### src/rtl/bram_stream_reader_pkg.sv
// -----------------------------------------------------------------------------
// bram_stream_reader_pkg
//   Shared types and constants for the block-RAM stream readers.
//   state_t   : sequencer state (IDLE, READ, DRAIN, DONE)
//   BUF_DEPTH : output buffer depth; this is also the number of words that may
//               be outstanding (buffered + in flight) at any time.
// -----------------------------------------------------------------------------
package bram_stream_reader_pkg;

  typedef enum logic [1:0] {
    IDLE  = 2'd0,
    READ  = 2'd1,
    DRAIN = 2'd2,
    DONE  = 2'd3
  } state_t;

  localparam int BUF_DEPTH = 2;

endpackage

### src/rtl/skid_fifo2.sv
// -----------------------------------------------------------------------------
// skid_fifo2
//   Two-entry FIFO that absorbs the one-cycle read latency of a block RAM.
//   Ports:
//     clk, rst   : clock, asynchronous active-high reset
//     push       : write push_data this cycle
//     push_data  : entry to store
//     pop        : drop the head entry this cycle
//     occ        : number of stored entries (0..2)
//     head       : oldest entry; stable until it is popped
//   A push and a pop in the same cycle leave occ unchanged. A push into a full
//   FIFO is accepted only if a pop frees a slot in the same cycle.
// -----------------------------------------------------------------------------
module skid_fifo2
  import bram_stream_reader_pkg::*;
#(
  parameter int WIDTH = 17
) (
  input  logic             clk,
  input  logic             rst,
  input  logic             push,
  input  logic [WIDTH-1:0] push_data,
  input  logic             pop,
  output logic [1:0]       occ,
  output logic [WIDTH-1:0] head
);

  logic [WIDTH-1:0] mem [BUF_DEPTH];
  logic             wr_ptr;
  logic             rd_ptr;
  logic             full;
  logic             do_push;
  logic             do_pop;

  always_comb begin
    full    = (occ == 2'(BUF_DEPTH));
    do_pop  = pop && (occ != 2'd0);
    do_push = push && (!full || do_pop);
  end

  // NOTE: the two entries are reset so the stream payload reads 0 after reset;
  // larger RAM-style storage would normally be left unreset.
  always_ff @(posedge clk or posedge rst) begin
    if (rst) begin
      for (int i = 0; i < BUF_DEPTH; i++) mem[i] <= '0;
      wr_ptr <= 1'b0;
      rd_ptr <= 1'b0;
      occ    <= 2'd0;
    end else begin
      if (do_push) begin
        mem[wr_ptr] <= push_data;
        wr_ptr      <= ~wr_ptr;
      end
      if (do_pop) rd_ptr <= ~rd_ptr;
      case ({do_push, do_pop})
        2'b10:   occ <= occ + 2'd1;
        2'b01:   occ <= occ - 2'd1;
        default: occ <= occ;
      endcase
    end
  end

  assign head = mem[rd_ptr];

endmodule

### src/rtl/bram_stream_reader.sv
// -----------------------------------------------------------------------------
// bram_stream_reader
//   Streams count words starting at base_addr (wrapping modulo DEPTH) out of a
//   single-port block RAM with one-cycle registered read latency onto a
//   valid/ready stream, sustaining one beat per cycle.
//   Ports:
//     clk, rst            : clock, asynchronous active-high reset
//     start               : begin a transfer (sampled only in IDLE)
//     base_addr, count    : first word address / number of words (0..DEPTH)
//     busy                : transfer in progress (READ or DRAIN)
//     done                : one-cycle pulse at transfer end
//     ram_en, ram_we      : RAM read strobe, write enable (always 0)
//     ram_addr, ram_dout  : RAM address, RAM read data (valid cycle after en)
//     m_valid, m_ready    : stream handshake
//     m_data, m_last      : beat payload, final-beat marker
// -----------------------------------------------------------------------------
module bram_stream_reader
  import bram_stream_reader_pkg::*;
#(
  parameter int WIDTH      = 16,
  parameter int DEPTH      = 1024,
  parameter int ADDR_WIDTH = 10
) (
  input  logic                  clk,
  input  logic                  rst,
  input  logic                  start,
  input  logic [ADDR_WIDTH-1:0] base_addr,
  input  logic [ADDR_WIDTH:0]   count,
  output logic                  busy,
  output logic                  done,
  output logic                  ram_en,
  output logic                  ram_we,
  output logic [ADDR_WIDTH-1:0] ram_addr,
  input  logic [WIDTH-1:0]      ram_dout,
  output logic                  m_valid,
  input  logic                  m_ready,
  output logic [WIDTH-1:0]      m_data,
  output logic                  m_last
);

  state_t                state;
  logic [ADDR_WIDTH-1:0] ptr;
  logic [ADDR_WIDTH-1:0] ptr_next;
  logic [ADDR_WIDTH:0]   remaining;
  logic                  last_issue;
  logic                  inflight;       // a read was issued last cycle
  logic                  inflight_last;  // ...and it was the final word
  logic [1:0]            occ;
  logic [WIDTH:0]        head;
  logic                  pop;
  logic                  issue;
  logic [2:0]            credit_used;

  // Credit: words that will still be held (buffered or in flight) after this
  // cycle's pop. A new read may only go out if that leaves a free slot, which
  // keeps the 2-entry buffer from ever overflowing under backpressure.
  // NOTE: combinational logic uses blocking assignments with every output
  // given a value on every path, so no latch is inferred.
  always_comb begin
    pop         = m_valid && m_ready;
    credit_used = {1'b0, occ} + {2'b00, inflight} - {2'b00, pop};
    issue       = (credit_used < 3'(BUF_DEPTH));
    ram_en      = (state == READ) && issue;
    last_issue  = (remaining == (ADDR_WIDTH+1)'(1));
    // Explicit wrap so non-power-of-two depths stay in range.
    ptr_next    = (ptr == ADDR_WIDTH'(DEPTH - 1)) ? '0 : ptr + 1'b1;
  end

  // NOTE: all sequential state uses non-blocking assignments so every register
  // sees the pre-edge values of the others.
  always_ff @(posedge clk or posedge rst) begin
    if (rst) begin
      state         <= IDLE;
      ptr           <= '0;
      remaining     <= '0;
      inflight      <= 1'b0;
      inflight_last <= 1'b0;
    end else begin
      inflight      <= ram_en;
      inflight_last <= ram_en && last_issue;
      case (state)
        IDLE: begin
          if (start) begin
            ptr       <= base_addr;
            remaining <= count;
            state     <= (count == '0) ? DONE : READ;
          end
        end
        READ: begin
          if (ram_en) begin
            ptr       <= ptr_next;
            remaining <= remaining - 1'b1;
            if (last_issue) state <= DRAIN;
          end
        end
        DRAIN: begin
          if (pop && m_last) state <= DONE;
        end
        DONE: begin
          state <= IDLE;
        end
        default: state <= IDLE;
      endcase
    end
  end

  skid_fifo2 #(
    .WIDTH(WIDTH + 1)
  ) u_buf (
    .clk      (clk),
    .rst      (rst),
    .push     (inflight),
    .push_data({ram_dout, inflight_last}),
    .pop      (pop),
    .occ      (occ),
    .head     (head)
  );

  assign ram_we   = 1'b0;
  assign ram_addr = ptr;
  assign busy     = (state == READ) || (state == DRAIN);
  assign done     = (state == DONE);
  assign m_valid  = (occ != 2'd0);
  assign m_data   = head[WIDTH:1];
  assign m_last   = head[0];

endmodule
### config.mk
export PLATFORM = sky130hd
export DESIGN_NAME = bram_stream_reader
export DESIGN_NICKNAME = d
export VERILOG_FILES = /design/src/rtl/bram_stream_reader_pkg.sv /design/src/rtl/skid_fifo2.sv /design/src/rtl/bram_stream_reader.sv
export SDC_FILE = /design/constraint.sdc
export NUM_CORES = 1
export LEC_CHECK = 0
export BUFFER_PORTS_ARGS = -buffer_cell sky130_fd_sc_hd__buf_2
export CORE_ASPECT_RATIO = 0.5
export CORE_MARGIN = 2
export CORE_UTILIZATION = 49
export DETAILED_ROUTE_END_ITERATION = 10
export MAX_ROUTING_LAYER = met4
export PLACE_DENSITY = 0.76
export SKIP_LAST_GASP = 1
export SLEW_MARGIN = 5
export SYNTH_ARGS = -nofsm -noshare
export SYNTH_HDL_FRONTEND = slang
export SYNTH_SLANG_ARGS = --single-unit
export TNS_END_PERCENT = 5
### constraint.sdc
create_clock -name clk -period 2.8 [get_ports clk]
set_clock_uncertainty 0.1 [all_clocks]
set_input_delay 0.14 -clock clk [delete_from_list [all_inputs] [get_ports clk]]
set_output_delay 0.14 -clock clk [all_outputs]
set_load 0.005 [all_outputs]
# Word-level counts from Yosys, hierarchy flattened
# Cells that the tools add are included.
dict set report totals {
  word_cells 73
  regBits 63
}
dict set report op_classes {
  n_reduce_logical 17
  muxes 20
  order_cmp 4
  n_addsub 6
  bitwise_logic 4
  eq_ne 12
}
# operator n
set ops {}
lappend ops {{$mux W17} 4}
lappend ops {{$bwmux W34} 1}
lappend ops {{$mux W10} 3}
lappend ops {{$mux W11} 2}
lappend ops {{$pmux W11 S2} 1}
lappend ops {{$pmux W10 S2} 1}
lappend ops {{$demux W17 S1} 1}
lappend ops {{$eq A11 B1 Y1 const B} 1}
lappend ops {{$logic_not A11 Y1} 1}
lappend ops {{$sub A11 B1 Y11 const B} 1}
lappend ops {{$add A10 B1 Y10 const B} 1}
lappend ops {{$eq A10 B10 Y1 const B} 1}
lappend ops {{$mux W2} 5}
lappend ops {{$eq A2 B2 Y1 const B} 4}
lappend ops {{$ne A2 B2 Y1 const B} 4}
lappend ops {{$pmux W2 S4} 1}
lappend ops {{$logic_and A1 B1 Y1} 7}
lappend ops {{$reduce_bool A2 Y1} 3}
lappend ops {{$eq A2 B1 Y1 const B} 2}
lappend ops {{$ge A2 B2 Y1 const B} 2}
lappend ops {{$not A1 Y2} 2}
lappend ops {{$pmux W2 S2} 1}
lappend ops {{$reduce_and A4 Y1} 1}
lappend ops {{$add A2 B1 Y3} 1}
lappend ops {{other kinds (10)} 12}

# Longest topological paths before layout
# Gate-level depths: netlist (run 1).
dict set report depth {
  depth_word 7
  depth_mapped 13
  ltp_nobuf 10
}

# By module
# A second synthesis (run 1) with hierarchy kept.
dict set report hier_totals {
  cells_unflattened 330
  area_unflattened_um2 3465.8
}
# mod area_per_inst_um2 n_inst seq_area_each_um2 cells_each
set modules_own_cells {}
lappend modules_own_cells {skid_fifo2 1741.7 1 950.9 129}
lappend modules_own_cells {bram_stream_reader 1724.2 1 625.6 201}

# Worst setup path before layout (run 1)
# Ideal clock, no wire load.
dict set report synth_path {
  path_kind {register to register}
  from {reg u_buf.occ[0]}
  to {reg ptr[5], in the netlist ram_addr[5]}
  arrival_time_ns 2.792
  period_less_slack_ns 3.016
  required_ns 2.576
  path_slack_ns -0.216
  path_stages_with_launch 13
  setup_time_ns 0.124
  path_cell_list {dfrtp_1 > buf_2 > or2_2 > nand2_1 > inv_1 > ha_1 > nand2b_1 > fa_1 > xor2_1 > o31a_1 > buf_2 > buf_2 > a211o_1}
}
dict set report synth_via {
  elab_chain_cells 7
  elab_cells_between_ends 8
  cone_classes {add/sub (2); order compare (1); eq/ne (1); reduce/logical (4)}
}
# element line
set synth_lines {}
lappend synth_lines {{from (decl)} skid_fifo2.sv:24} ;# output logic [1:0] occ,
lappend synth_lines {{from (signal assigned)} skid_fifo2.sv:56} ;# 2'b10: occ <= occ + 2'd1;
lappend synth_lines {{from (signal assigned)} skid_fifo2.sv:57} ;# 2'b01: occ <= occ - 2'd1;
lappend synth_lines {{$reduce_bool A2 Y1} bram_stream_reader.sv:123} ;# assign m_valid = (occ != 2'd0);
lappend synth_lines {{via m_valid} bram_stream_reader.sv:35} ;# output logic m_valid,
lappend synth_lines {{$logic_and A1 B1 Y1} bram_stream_reader.sv:60} ;# pop = m_valid && m_ready;
lappend synth_lines {{$sub A3 B1 Y3} bram_stream_reader.sv:61} ;# credit_used = {1'b0, occ} + {2'b00, inflight} - {2'b00, pop};
lappend synth_lines {{$lt A3 B2 Y1} bram_stream_reader.sv:62} ;# issue = (credit_used < 3'(BUF_DEPTH));
lappend synth_lines {{$logic_and A1 B1 Y1} bram_stream_reader.sv:63} ;# ram_en = (state == READ) && issue;
lappend synth_lines {{$ne A2 B2 Y1 (no source line)} n/a}
lappend synth_lines {{$reduce_and A3 Y1 (no source line)} n/a}
lappend synth_lines {{to (signal assigned)} bram_stream_reader.sv:84} ;# ptr <= base_addr;
lappend synth_lines {{to (signal assigned)} bram_stream_reader.sv:91} ;# ptr <= ptr_next;
lappend synth_lines {{to (decl)} bram_stream_reader.sv:42} ;# logic [ADDR_WIDTH-1:0] ptr;
# The timed path passes the listed nets, and every way through them passes these cells.
# A chain may end at the register's enable or synchronous reset.

# Worst setup path after layout (run 1)
dict set report layout_path {
  from {reg u_buf.occ[1]}
  to {reg state[1]}
}
dict set report layout_via {
  elab_chain_cells 7
  elab_cells_between_ends 10
  cone_classes {add/sub (2); order compare (1); eq/ne (2); reduce/logical (5)}
}
# element line
set layout_lines {}
lappend layout_lines {{parallel branches: the longest is 6 deep, another holds $add A2 B1 Y3} n/a}
lappend layout_lines {{$reduce_and A4 Y1 (no source line) (*)} n/a}
lappend layout_lines {{to (signal assigned)} bram_stream_reader.sv:86} ;# state <= (count == '0) ? DONE : READ;
lappend layout_lines {{to (decl)} bram_stream_reader.sv:41} ;# state_t state;
# Mark *: on every way between the ends.

==> flow_metrics.py, run 1 <==
metrics = {
    "timing": {
        "slew_violations": 0,
        "slew_headroom_pct": 62.3,
        "worst_pin_slew_ns": 0.564,
        "layout_worst_path_cycle_share_pct": 99.7,
        "hold_viol": 0,
        "setup_violations": 0,
        "fin_crit_ns": 2.79,
        "timing.fmax_mhz": 358,
        "setup_tns_ns": 0,
        "rsz0062_at_grt": "true",
    },
    "synth": {
        "synth_flop_cell": "dfrtp_1",
        "yosysTopAreaCell": "dfrtp_1",
        "yosys_warnings": 0,
        "netlist.area_leader.share_pct": 46.0,
        "synthesis.area_sq_mm": 0.00343,
        "synth_cell_types": 57,
        "async_flop_share_pct": 100,
        "netlist_instances": 304,
        "synthTopCellsByArea": "dfrtp_1, mux2_2, ha_1, a21oi_1, mux2_1",
        "syn_nets": 356,
        "seq_area_frac_synth_pct": 46.0,
        "avgSynthCellArea_sq_um": 11.3,
        "synth_enable_flop_cells": 0,
        "postSynthRegisterBits": 63,
    },
    "setup_path": {
        "arrival_ns": 2.93,
        "ff2ff_setup_slack_ns": 0.009,
        "rr_startpoint": "u_buf.occ[1]$_DFFE_PP0P_",
        "crit_type": "flip-flop to flip-flop",
        "cp-end-kind": "flip-flop",
        "r2r_cells": 10,
        "rr_endpoint": "state[1]$_DFFE_PP0P_",
        "required_ns": 2.94,
        "crit_fanout": 2,
        "start_kind": "flip-flop",
    },
    "cells_and_area": {
        "drive_gt1_share_pct": 41.5,
        "fin_area_sq_mm": 0.00452,
        "final_cell_mix": "buf_2, dfrtp_1, mux2_2",
        "diodes": 0,
        "nets": 458,
        "num-fill-cells": 512,
        "area_growth_pct": 31.9,
        "mostFrequentLayoutCell": "buf_2",
    },
    "grt": {
        "grt_pass1_vias": 2819,
        "grt_max_degree": 27,
        "antenna_found_initial": 0,
        "grt_overflow": 0,
        "grt_first_pass_wirelength_um": 13400,
        "grt_usage_pct": 23.3,
    },
    "place": {
        "hpwl_um": 5370,
        "place.gp.congestion": 0.855,
        "placed_cell_area_sq_mm": 0.00394,
        "io_buffers": 71,
    },
    "drt": {
        "postRouteAntennaNets": 0,
        "viasPerCell": 5.54,
        "wl_per_cell_um": 15.9,
        "vias": 2783,
        "drtIter0Drc": 205,
        "route.detailed.drc": 0,
        "wl_um": 8000,
        "dr.pass1.iters": 4,
    },
    "power_and_ir_drop": {
        "cellPowerDensity_mw_per_mm2": 579,
        "power_mw": 2.62,
        "leakagePower_nw": 2.30,
        "max-vdd-ir-drop_mv": 0.282,
    },
    "floorplanning": {
        "die-height_um": 63.1,
        "core-area_sq_mm": 0.00673,
        "start_util_pct": 50.9,
        "dieArea_sq_mm": 0.00772,
        "fp.dieW_um": 122,
        "rows": 21,
        "io_pins": 73,
    },
    "clocking": {
        "clock_latency_ns": 0.33,
        "cts_made_buffers": 9,
        "cts_root_buf": "clkbuf_16",
        "cts_tree": "done",
        "cts_buffer_depth": 2,
        "h-tree-depth": 3,
        "clk_pin_slew_ns": 0.05,
        "cts.sinks": 63,
    },
    "run_status": {
        "status": "finished clean",
    },
    "min_path": {
        "worstHoldPathCells": 3,
        "min_to": "ram_addr[2]$_DFFE_PP0P_",
        "min-delay-start": "base_addr[2]",
        "hold_path_class": "input port to flip-flop",
    },
    "flow_run": {
        "maxCapViolations": 0,
    },
}
[cells by family after synthesis]
group / synth area share, %
other: 0.109
adders and majority gates: 4.24
DFF: 46.0
and+or+nand+nor: 12.4
buffers and inverters: 4.09
muxes: 17.3
AOI/OAI and AO/OA: 14.3
xor gates and xnor gates: 1.53
[per-stage QoR]
| stage | hold WS, ns | instances | setup slack (ns) | util [%] |
|---|---|---|---|---|
| after CTS | 0.00200 | 499 | 0.00401 | 66.6 |
| after detailed placement | 0.0595 | 461 | -0.0459 | 58.6 |
| final | 0.00796 | 502 | 0.00931 | 67.2 |
| after global routing | 0.0167 | 502 | -0.136 | 67.2 |
| after global placement | 0.0567 | 461 | 0.0705 | 58.6 |
| after floorplan | 0.175 | 304 | -0.0625 | - |
[cells in the mapped netlist (2+ instances only)]
cell,n
dfrtp_1,63
mux2_2,43
a21oi_1,22
inv_1,15
nor2_1,12
buf_2,10
ha_1,10
nand2_1,10
o22ai_1,10
nand3_1,9
mux2_1,8
o21ai_0,8
and3_1,6
nand4_1,6
xnor2_1,5
clkbuf_1,4
nor4_1,4
a2bb2oi_1,3
a32oi_1,3
nor2b_1,3
nor3_1,3
or2_2,3
a211o_1,2
a221oi_1,2
and4_1,2
buf_1,2
mux2i_1,2
nand2b_1,2
nor3b_1,2
o21ai_1,2
o21bai_1,2
[flip-flops by register name, summed over array words and instances (netlist names)]
register       cells
u_buf.wr_ptr       1
u_buf.rd_ptr       1
state              2
inflight           1
remaining         11
ram_addr          10
u_buf.mem         34
u_buf.occ          2
inflight_last      1
[layout make-up]
cell class / instances / area [sq um] / share of cell area [%]
Inverter: 16 / 62.6 / 1.38
Tap cell: 92 / 115 / 2.55
Multi-Input combinational cell: 208 / 1770 / 39.2
Clock buffer: 12 / 256 / 5.68
Sequential cell: 63 / 1580 / 34.9
Timing Repair Buffer: 108 / 696 / 15.4
Clock inverter: 3 / 42.5 / 0.941
[worst max-delay path: stages (launching register included)]
cell	delay, ns
dfrtp_1	0.37
or2_4	0.27
nand2_4	0.07
inv_4	0.04
ha_4	0.20
nand2b_4	0.14
fa_2	0.59
nor3b_4	0.23
nand4bb_4	0.15
a211oi_4	0.29
mux2i_1	0.26
[worst max-delay path by stage]
| stage | startpoint | endpoint | slack [ns] | depth (start not counted) |
|---|---|---|---|---|
| 4_1_cts | u_buf.occ[0]$_DFFE_PP0P_ | state[1]$_DFFE_PP0P_ | 0.004 | 10 |
| 3_5_place_dp | u_buf.occ[1]$_DFFE_PP0P_ | state[1]$_DFFE_PP0P_ | -0.05 | 10 |
| 2_1_floorplan | u_buf.occ[0]$_DFFE_PP0P_ | ram_addr[5]$_DFFE_PP0P_ | -0.06 | 12 |
| 5_1_grt | u_buf.occ[1]$_DFFE_PP0P_ | state[1]$_DFFE_PP0P_ | -0.14 | 10 |
| 3_3_place_gp | u_buf.occ[1]$_DFFE_PP0P_ | ram_addr[9]$_DFFE_PP0P_ | 0.07 | 10 |
| 6_report | u_buf.occ[1]$_DFFE_PP0P_ | state[1]$_DFFE_PP0P_ | 0.009 | 10 |
[power by group]
| group | total [mW] | internal (mW) | switching (mW) | leakage, nW |
|---|---|---|---|---|
| Combinational | 0.553 | 0.285 | 0.268 | 1.31 |
| Clock | 1.11 | 0.730 | 0.383 | 0.145 |
| Sequential | 0.950 | 0.936 | 0.0138 | 0.847 |
| Total | 2.62 | 1.95 | 0.665 | 2.30 |
[timing repair]
item,4_1_cts,5_1_grt
setup buffers,3,3
hold endpoints to repair,51,0
hold buffers,20,0
endpoints found under the setup margin,6,19
pin swaps,4,3
gates resized for setup,4,3
[metal layers]
layer | share of wire (%) | vias up | GRT usage, %
met5 | 0 | - | -
met4 | 1.3 | 0 | 8.76
met3 | 5.3 | 9 | 7.43
met2 | 50 | 94 | 38.8
met1 | 43 | 1356 | 26.4
li1 | - | 1324 | -
Power figures use the tool's default switching activity.
==> run 2, diff against run 1 <==
==> constraint.sdc (replaced) <==
create_clock -name clk -period 2.8 [get_ports clk]
set_clock_uncertainty 0.1 [all_clocks]
set_input_delay 0.56 -clock clk [delete_from_list [all_inputs] [get_ports clk]]
set_output_delay 0.56 -clock clk [all_outputs]
set_load 0.005 [all_outputs]
==> run 2 against run 1 <==
  * The flow now finishes with violations (negative setup slack)
  * Clock power increased by 5%
  * Sequential share of layout area rose by 0.51 points
  * Global-route usage decreased by 0.77 points
  * Setup slack lost 0.15 ns
  * Non-clock buffer count down 15
  * First-iteration DRC count is 12% lower
  * Routed wire length is 1.7% higher
  * Hold slack improved by 0.12 ns
  * Via count shrank 0.22%
  * Register-to-register slack worse by 0.099 ns
  * Critical path type is now flip-flop to output pin
  * Largest cell class unchanged
  * Highest routed layer unchanged
==> flow_metrics.py, run 2 (synthesized netlist as in run 1, its figures left out) <==
metrics = {
    "run_status": {
        "status": "finished with violations",
        "violations": "negative setup slack",
    },
    "clocking": {
        "cts.sinks": 63,
        "cts_root_buf": "clkbuf_16",
        "cts_hold_buf": 0,
        "cts_tree": "done",
        "clock_latency_ns": 0.33,
        "clk_pin_slew_ns": 0.05,
        "h-tree-depth": 3,
        "cts_made_buffers": 9,
        "cts_buffer_depth": 2,
    },
    "drt": {
        "drtIter0Drc": 181,
        "dr.pass1.iters": 5,
        "wl_um": 8130,
        "route.detailed.drc": 0,
        "postRouteAntennaNets": 0,
        "viasPerCell": 5.70,
        "vias": 2777,
        "wl_per_cell_um": 16.7,
    },
    "flow_run": {
        "maxCapViolations": 0,
    },
    "setup_path": {
        "critPathMaxStageDelay_ns": 0.40,
        "r2r_cells": 12,
        "crit_type": "flip-flop to output pin",
        "start_kind": "flip-flop",
        "rr_endpoint": "remaining[10]$_DFFE_PP0P_",
        "required_ns": 2.14,
        "ff2ff_setup_slack_ns": -0.09,
        "arrival_ns": 2.28,
        "crit_path_top_delay_cell": "fa_2",
        "crit_fanout": 5,
        "rr_startpoint": "u_buf.occ[1]$_DFFE_PP0P_",
        "crit_chain": "or2_4 > nand2_4 > inv_4 > ha_4 > nand2b_4 > fa_2 > xor2_4 > nor2_4 > buf_2",
        "cp-end-kind": "output pin",
    },
    "grt": {
        "grt_usage_pct": 22.5,
        "grt_max_degree": 27,
        "antenna_found_initial": 0,
        "grt_overflow": 0,
        "grt_pass1_vias": 2791,
        "grt_first_pass_wirelength_um": 13000,
    },
    "timing": {
        "setup_violations": 18,
        "fin_crit_ns": 2.94,
        "slew_headroom_pct": 37.6,
        "rsz0062_at_grt": "true",
        "setup_ws_ns": -0.142,
        "hold_viol": 0,
        "worst_pin_slew_ns": 0.935,
        "layout_worst_path_cycle_share_pct": 105,
        "timing.fmax_mhz": 340,
        "setup_tns_ns": -1.41,
        "slew_violations": 0,
    },
    "place": {
        "hpwl_um": 5210,
        "dp_slack_ns": -0.0524,
        "io_buffers": 71,
        "place.gp.congestion": 0.864,
        "placed_cells": 462,
        "placed_cell_area_sq_mm": 0.00395,
    },
    "power_and_ir_drop": {
        "switching_power_mw": 0.686,
        "p_comb_share_pct": 19.1,
        "p_sw_share_pct": 25.5,
        "power_mw": 2.69,
        "max-vdd-ir-drop_mv": 0.330,
        "power_frac_clock_pct": 43.7,
        "cellPowerDensity_mw_per_mm2": 603,
        "leakagePower_nw": 2.28,
        "seqPwrFrac_pct": 37.2,
        "intPower_mw": 2.00,
    },
    "cells_and_area": {
        "final_cell_mix": "buf_2, dfrtp_1, mux2_2",
        "num-fill-cells": 523,
        "mostFrequentLayoutCell": "buf_2",
        "area_growth_pct": 30.0,
        "diodes": 0,
        "largest_register": "u_buf.mem",
        "regArea_sq_mm": 0.00158,
        "final_cell_count_no_fill": 487,
        "largest_reg_flops": 34,
        "multi_input_comb_area_sq_mm": 0.00181,
        "fin_area_sq_mm": 0.00445,
        "drive_gt1_share_pct": 45.6,
        "nets": 443,
    },
    "floorplanning": {
        "rows": 21,
        "dieArea_sq_mm": 0.00772,
        "start_util_pct": 50.9,
        "fp.dieW_um": 122,
        "io_pins": 73,
        "core-area_sq_mm": 0.00673,
        "die-height_um": 63.1,
    },
    "min_path": {
        "hold_path_class": "input port to async pin",
    },
}
==> run 2: cell count changes in the layout (fill, tap and decap cells not counted), moves of 2 or more <==
cell / delta
buf_6: +2
a21oi_2: +2
dlygate4sd3_1: -20
a221oi_2: +2
clkbuf_16: +2
a21oi_1: -2
a221oi_1: -2
==> run 2: worst max-delay path, delay by kind of cell, from the launching register on <==
family        cells  cell delay, ns
fa+ha+maj         2            0.60
simple gates      4            0.56
flops             1            0.37
xor+xnor          1            0.26
buf+inv           2            0.17
==> run 2: final cells by class <==
cell class,count,area share (%)
multi-input combinational,208,40.6
sequential,63,35.4
clock inverter,4,1.57
inverter,16,1.46
tap,92,2.58
timing repair buffer,93,12.9
clock buffer,11,5.45
==> run 2: what timing repair did <==
| action | 4_1_cts | 5_1_grt |
|---|---|---|
| resized for setup | 6 | 13 |
| pin swaps | 5 | 8 |
| buffers inserted | 6 | 2 |
| gates cloned | 0 | 3 |
| setup endpoints to repair | 7 | 24 |
==> run 2: power by group through the flow <==
| stage | registers (mW) | logic, mW | clock network (mW) |
|---|---|---|---|
| 6_report | 0.998 | 0.513 | 1.17 |
| 5_1_grt | 1.00 | 0.558 | 1.25 |
| 2_1_floorplan | 0.969 | 0.322 | 0 |
| 4_1_cts | 0.998 | 0.458 | 1.20 |
| 3_3_place_gp | 1.01 | 0.370 | 0 |
| 3_5_place_dp | 1.01 | 0.387 | 0 |
==> run 2: metrics by stage <==
step | util, % | hold WS (ns)
CTS | 64.4 | 0.136
global route | 66.2 | 0.149
finish | 66.2 | 0.124
floorplan | - | 0.354
detailed placement | 58.7 | 0.371
global placement | 58.7 | 0.362
==> run 2: metal layers <==
layer  share of wire [%]  track usage (%)  vias to the layer above
met5                   0                -                        -
met4                 1.8             8.48                        0
met3                 5.4             6.25                       17
met2                  52             38.9                       88
met1                  41             25.0                     1372
li1                    -                -                     1300
==> run 2: how the worst max path moves through the flow <==
stage,from,cells after the start,slack [ns],end
global placement,m_ready,10,0.02,ram_addr[9]$_DFFE_PP0P_
finish,u_buf.occ[1]$_DFFE_PP0P_,9,-0.14,ram_en
floorplan,u_buf.occ[0]$_DFFE_PP0P_,12,-0.06,ram_addr[5]$_DFFE_PP0P_
CTS,u_buf.occ[0]$_DFFE_PP0P_,9,-0.14,ram_en
global route,u_buf.occ[1]$_DFFE_PP0P_,9,-0.23,ram_en
detailed placement,m_ready,10,-0.05,state[1]$_DFFE_PP0P_
